`src/rtl/vram_arbiter.sv`:
```
// Arbitrates one single-port video RAM between VGA scan-out (fixed pixel slots) and CPU accesses.
// Optional macro VRAM_ARB_TEARFREE_EN holds CPU writes until vertical blanking (y >= 480).
module vram_arbiter #(
  parameter int DATA_W   = 8,
  parameter int ADDR_W   = 15,
  parameter int FB_WIDTH = 160,
  parameter int H_SHIFT  = 2,
  parameter int V_SHIFT  = 2
) (
  input  logic              clk,
  input  logic              reset,
  input  logic              p_tick,
  input  logic              video_on,
  input  logic [9:0]        x,
  input  logic [9:0]        y,
  input  logic              cpu_req,
  input  logic              cpu_we,
  input  logic [ADDR_W-1:0] cpu_addr,
  input  logic [DATA_W-1:0] cpu_wdata,
  output logic              cpu_ack,
  output logic [DATA_W-1:0] cpu_rdata,
  output logic [ADDR_W-1:0] mem_addr,
  output logic              mem_we,
  output logic [DATA_W-1:0] mem_wdata,
  input  logic [DATA_W-1:0] mem_rdata,
  output logic [DATA_W-1:0] pix_data,
  output logic              pix_valid
);

  typedef enum logic [1:0] {IDLE, ISSUE, DONE} state_t;

  state_t            state, state_next;
  logic              disp_slot;
  logic              issue_ok;
  logic              issue_now;
  logic [ADDR_W-1:0] disp_addr;
  logic [ADDR_W-1:0] addr_q;
  logic [DATA_W-1:0] wdata_q;
  logic              slot_d;
  logic              active_d;

  assign disp_slot = p_tick && video_on;
  assign disp_addr = ADDR_W'(y >> V_SHIFT) * ADDR_W'(FB_WIDTH) + ADDR_W'(x >> H_SHIFT);

`ifdef VRAM_ARB_TEARFREE_EN
  assign issue_ok = !disp_slot && (!cpu_we || (y >= 10'd480));
`else
  assign issue_ok = !disp_slot;
`endif

  always_ff @(posedge clk or posedge reset) begin
    if (reset) state <= IDLE;
    else       state <= state_next;
  end

  always_comb begin
    state_next = state;
    cpu_ack    = 1'b0;
    issue_now  = 1'b0;
    case (state)
      IDLE:  if (cpu_req) state_next = ISSUE;
      ISSUE: if (issue_ok) begin
        issue_now  = 1'b1;
        state_next = DONE;
      end
      DONE: begin
        cpu_ack    = 1'b1;
        state_next = IDLE;
      end
      default: state_next = IDLE;
    endcase
  end

  // Port is driven combinationally in the slot cycle so the synchronous RAM
  // returns data one clk later; otherwise address/data replay the held copy.
  always_comb begin
    mem_addr  = addr_q;
    mem_wdata = wdata_q;
    mem_we    = 1'b0;
    if (!reset) begin
      if (disp_slot) begin
        mem_addr = disp_addr;
      end else if (issue_now) begin
        mem_addr  = cpu_addr;
        mem_we    = cpu_we;
        mem_wdata = cpu_wdata;
      end
    end
  end

  always_ff @(posedge clk or posedge reset) begin
    if (reset) begin
      addr_q    <= '0;
      wdata_q   <= '0;
      cpu_rdata <= '0;
    end else begin
      addr_q  <= mem_addr;
      wdata_q <= mem_wdata;
      if (state == DONE && !cpu_we) cpu_rdata <= mem_rdata;
    end
  end

  always_ff @(posedge clk or posedge reset) begin
    if (reset) begin
      slot_d    <= 1'b0;
      active_d  <= 1'b0;
      pix_data  <= '0;
      pix_valid <= 1'b0;
    end else begin
      slot_d   <= p_tick;
      active_d <= video_on;
      if (slot_d) begin
        pix_data  <= active_d ? mem_rdata : '0;
        pix_valid <= active_d;
      end
    end
  end

endmodule
```
`config.mk`:
```
export PLATFORM = sky130hd
export DESIGN_NAME = vram_arbiter
export DESIGN_NICKNAME = d
export VERILOG_FILES = /design/src/rtl/vram_arbiter.sv
export SDC_FILE = /design/constraint.sdc
export NUM_CORES = 1
export LEC_CHECK = 0
export CAP_MARGIN = 20
export CORE_UTILIZATION = 43
export DETAILED_ROUTE_END_ITERATION = 12
export PLACE_DENSITY = 0.81
export SYNTH_ARGS = -nofsm -noshare
export SYNTH_HDL_FRONTEND = slang
export SYNTH_SLANG_ARGS = --single-unit
```
`constraint.sdc`:
```
create_clock -name clk -period 5.03 [get_ports clk]
set_clock_uncertainty 0.15 [all_clocks]
set_input_delay 0.7545 -clock clk [delete_from_list [all_inputs] [get_ports clk]]
set_output_delay 0.7545 -clock clk [all_outputs]
set_load 0.02 [all_outputs]
```
Yosys cells after proc, flatten, opt, wreduce, memory -nomap -nowiden
Cells that the tools add are included.

storage, ports and cells
  logic and storage cells = 35
  memories kept = 0
  latch bits = 0
  bits in read-only memories = 0
  register bits after elaboration = 44
  memory bits (writable) = 0

operators by class
  shift operators = 0
  add/sub/neg operators = 1
  div/mod/pow operators = 0
  mux-type cells = 16
  order comparisons = 0
  bitwise gates (word level) = 0
  equality and inequality tests = 4
  reduce and logical (&&, ||, !) cells = 5
  multiply operators = 1

operators by type and width
  cell                    count
  $mux W15                3
  $mux W8                 4
  $add A15 B8 Y15         1
  $mul A8 B3 Y10 const B  1
  $mux W1                 6
  $mux W2                 2
  $ne A2 B2 Y1 const B    2
  $pmux W2 S2             1
  $eq A2 B1 Y1 const B    1
  $eq A2 B2 Y1 const B    1
  $logic_and A1 B1 Y1     2
  $logic_not A2 Y1        1
  $reduce_and A2 Y1       1
  $logic_not A1 Y1        1

Longest topological paths before layout
  depth after elaboration = 6
  depth in mapped cells = 9

Least setup slack after synthesis
Ideal clock, no wire load.

  path type = in2out
  start = input port y[3]
  end = output port mem_addr[14]
  arrival = 3.474 ns
  data required time = 4.126 ns
  cell stages on the path = 8
  setup slack = 0.652 ns
  cell sequence = ha_1 ha_1 inv_1 fa_1 nor3_1 or4b_4 or4_1 a31oi_1

between the ends
  cells in the longest elaborated chain, start to end = 4

RTL lines
  item             RTL line  text
  from (decl)      15        input logic [9:0] y,
  $mul A8 B3 Y10   43        assign disp_addr = ADDR_W'(y >> V_SHIFT) * ADDR_W'(FB_WIDTH) + ADDR_W'(x >> H_SHIFT);
  $add A15 B8 Y15  43
  $mux W15         81        if (disp_slot) begin
  $mux W15         80        if (!reset) begin
  to (decl)        22        output logic [ADDR_W-1:0] mem_addr,

No other way between the ends.

Worst setup path in the final report
Same ends and word-level chain as after synthesis.

==> results.cfg <==
[cts]
clk_pin_slew_worst_paths_ns = 0.08
clock_latency_ns = 0.28
cts.sinks = 44
cts-root-buf = clkbuf_8
holdBufCountCts = 0
cts_max_level = 2
cts_tree = done
numCtsBuffers = 5
clockBufferDepth = 2

[sta]
setup_viol = 0
period_minus_slack_ns = 4.75
drv_slew = 0
relSlewSlack_pct = 50.9
fin_hold_ws_ns = 0.282
fin_ws_ns = 0.280
max_freq_mhz = 211
rsz0062_at_grt = no
worstMarginPinSlew_ns = 0.736
period_share_pct = 94.4
finalHoldViolations = 0

[logic_synthesis]
synth-simple-area-share_pct = 12.3
synth_edf_count = 0
yosysTopAreaCellShare_pct = 46.5
ys.flop_type = dfrtp_1
yosys-top-cells-area = dfrtp_1 (46%), ha_1 (7.9%), mux2_1 (7.6%)
syn_avg_cell_area_um2 = 10.4
synth_seq_cells = 44
ys_seq_area_share_pct = 46.5
ys_warn_count = 0
synthesis.nets = 301
synth-compound-area-share_pct = 15.7
synth_top_family_by_area = compound AO/OA/AOI/OAI gates
synthMuxAreaShare_pct = 8.98
synth_top_area_cell = dfrtp_1
netlist_area_um2 = 2370
ys_types = 43
synth-xor-area-share_pct = 2.96
synthArstFlopShare_pct = 100
synthAdderAreaFrac_pct = 9.61
syn_inst = 227

[placement]
io_buffers = 94
place_inst = 398
dpl.hpwl_um = 4300
place_ws_ns = -0.186
gp_congestion = 0.864

[critical_path]
worstSetupStartpointType = input port
crit_type = input port to output port
critPathRequiredTime_ns = 4.13
rrSetupSlack_ns = 2.86
endpoint = mem_addr[14]
path_cells = clkdlybuf4s50_1 > ha_1 > ha_1 > inv_1 > fa_1 > nor3_1 > or4b_4 > or4_1 > a31oi_1 > clkbuf_2
crit_fanout = 2
cpMostUsedCell = ha_1
endpoint_kind = output port
slowest_stage = or4b_4
crit_start = y[3]
crit_arrival_ns = 3.85
max_stage_delay_ns = 0.49
r2r_cells = 5
rr_endpoint = wdata_q[1]
worstReg2RegStart = state[1]

[power_and_ir_drop]
p_clk_share_pct = 15.7
internal-power_mw = 0.883
powerDensity_nw_per_um2 = 383
p_sw_mw = 0.479
seq_power_share_pct = 36.3
sw_frac_of_total_pct = 35.2
max-vdd-ir-drop_mv = 0.170
comb_power_share_pct = 48.0
leakage_nw = 1.51

[floorplanning]
die_h_um = 76.2
initial_core_util_pct = 45.5
die_w_um = 76.2
ioPinCount = 99
fp.coreArea_um2 = 5200
dieArea_um2 = 5810
num_rows = 26

[drt]
drc = 0
vias = 2073
wl_per_cell_um = 13.4
drt_iter0_drc = 79
viasPerCell = 5.11
wl_um = 5440
first_pass_iters = 4
ant_nets = 0

[layout]
syn2layout_area_growth_pct = 50.3
nNetsFinal = 409
stdcell_count = 406
drive_above_1_share_pct = 9.52
fin_util_pct = 68.4
diodes = 0

[hold_path]
holdCritPathClass = flop to flop
whs_path_depth = 1

[run]
drv_cap = 0

[global_route]
grt_pass1_wl_um = 9410
antenna_found_initial = 0
grt_max_degree = 56
grt-ovfl-total = 0
grt.total_usage_pct = 20.3
grt_pass1_vias = 2080

[outcome]
outcome = completed
logic make-up after synthesis:
| kind of cell | Yosys count |
|---|---|
| mux | 19 |
| buf+inv | 25 |
| compound gates | 59 |
| fa+ha+maj | 17 |
| xor+xnor | 8 |
| simple gates | 55 |
| flops | 44 |
worst min-delay path by stage:
stage                  start       end  slack (ns)
global route        state[1]  state[0]        0.31
global placement    state[1]  state[0]        0.27
floorplan           state[1]  state[0]        0.26
CTS                 state[1]  state[0]        0.28
detailed placement  state[1]  state[0]        0.27
finish              state[1]  state[0]        0.28
critical path: cells and delay by family:
family                   cells  cell delay, ns
AND/OR/NAND/NOR              3            1.21
adder cells (fa/ha/maj)      3            0.94
buffers and inverters        3            0.72
AO/OA/AOI/OAI                1            0.23
sequential cells by signal (all words and copies together) (netlist names):
signal	cells
addr_q	15
cpu_rdata	8
pix_data	8
wdata_q	8
state	2
active_d	1
pix_valid	1
slot_d	1
cells in the mapped netlist (2+ instances only):
master / count
a211oi_1: 2
a21oi_1: 15
a311o_1: 2
a31oi_1: 2
and2_1: 2
clkbuf_1: 7
dfrtp_1: 44
fa_1: 2
ha_1: 15
inv_1: 17
mux2_1: 16
mux2_2: 2
nand2_1: 13
nand2b_1: 2
nor2_1: 18
nor2b_1: 6
o21a_1: 2
o21ai_0: 14
o21ai_1: 2
o22ai_1: 13
or4_1: 3
xnor2_1: 5
xor2_1: 3
power by group through the flow:
stage	clock network [mW]	registers (mW)	logic [mW]
3_3_place_gp	0	0.498	0.651
5_1_grt	0.234	0.510	0.707
3_5_place_dp	0	0.503	0.661
2_1_floorplan	0	0.545	0.302
4_1_cts	0.220	0.495	0.662
6_report	0.214	0.495	0.654
metal layers:
metal  vias up  part of all wire, %  GRT usage, %
li1       1025                    -             -
met1       972                   45          25.6
met2        74                   48          35.9
met3         2                  6.4          4.19
met4         0                 0.28          4.04
met5         -                    0             0
cell type report:
| cell class | instances | area, um2 |
|---|---|---|
| Clock buffer | 5 | 68.8 |
| Tap cell | 70 | 87.6 |
| Timing Repair Buffer | 108 | 1040 |
| Multi-Input combinational cell | 158 | 1170 |
| Sequential cell | 44 | 1100 |
| Inverter | 18 | 67.6 |
| Clock inverter | 3 | 18.8 |
| Fill cell | 429 | 1640 |
what timing repair did:
item                       4_1_cts  5_1_grt
pin swaps                        0        0
cloned                           0        0
buffers inserted                 0        0
setup endpoints to repair        1        2
hold endpoints to repair         0        0
resized for setup                1        4
cell usage in the layout (no fill, tap or decap), drive strengths merged, types with 2 or more instances in the layout:
cell,synthesis,layout
clkdlybuf4s50,0,92
o22ai,13,13
nor2b,6,6
inv,18,18
clkinv,0,3
fa,2,2
nand2b,2,2
dfrtp,44,44
a211oi,3,3
nor4b,2,2
or4,3,3
mux2,18,18
o21ai,16,16
a21oi,15,15
nor2,19,19
nand2,13,13
ha,15,15
clkbuf,7,6
buf,0,14
o21a,2,2
xor2,3,3
and2,2,2
a31oi,2,2
xnor2,5,5
a311o,2,2
per-stage QoR:
stage	instance area [um2]	setup TNS, ns	power (mW)
after CTS	3560	0	1.38
after global routing	3560	0	1.45
final	3560	0	1.36
after floorplan	2370	0	0.847
after global placement	3480	-0.131	1.15
after detailed placement	3480	-0.186	1.16
Note: power is estimated with default switching activity, not from simulation.
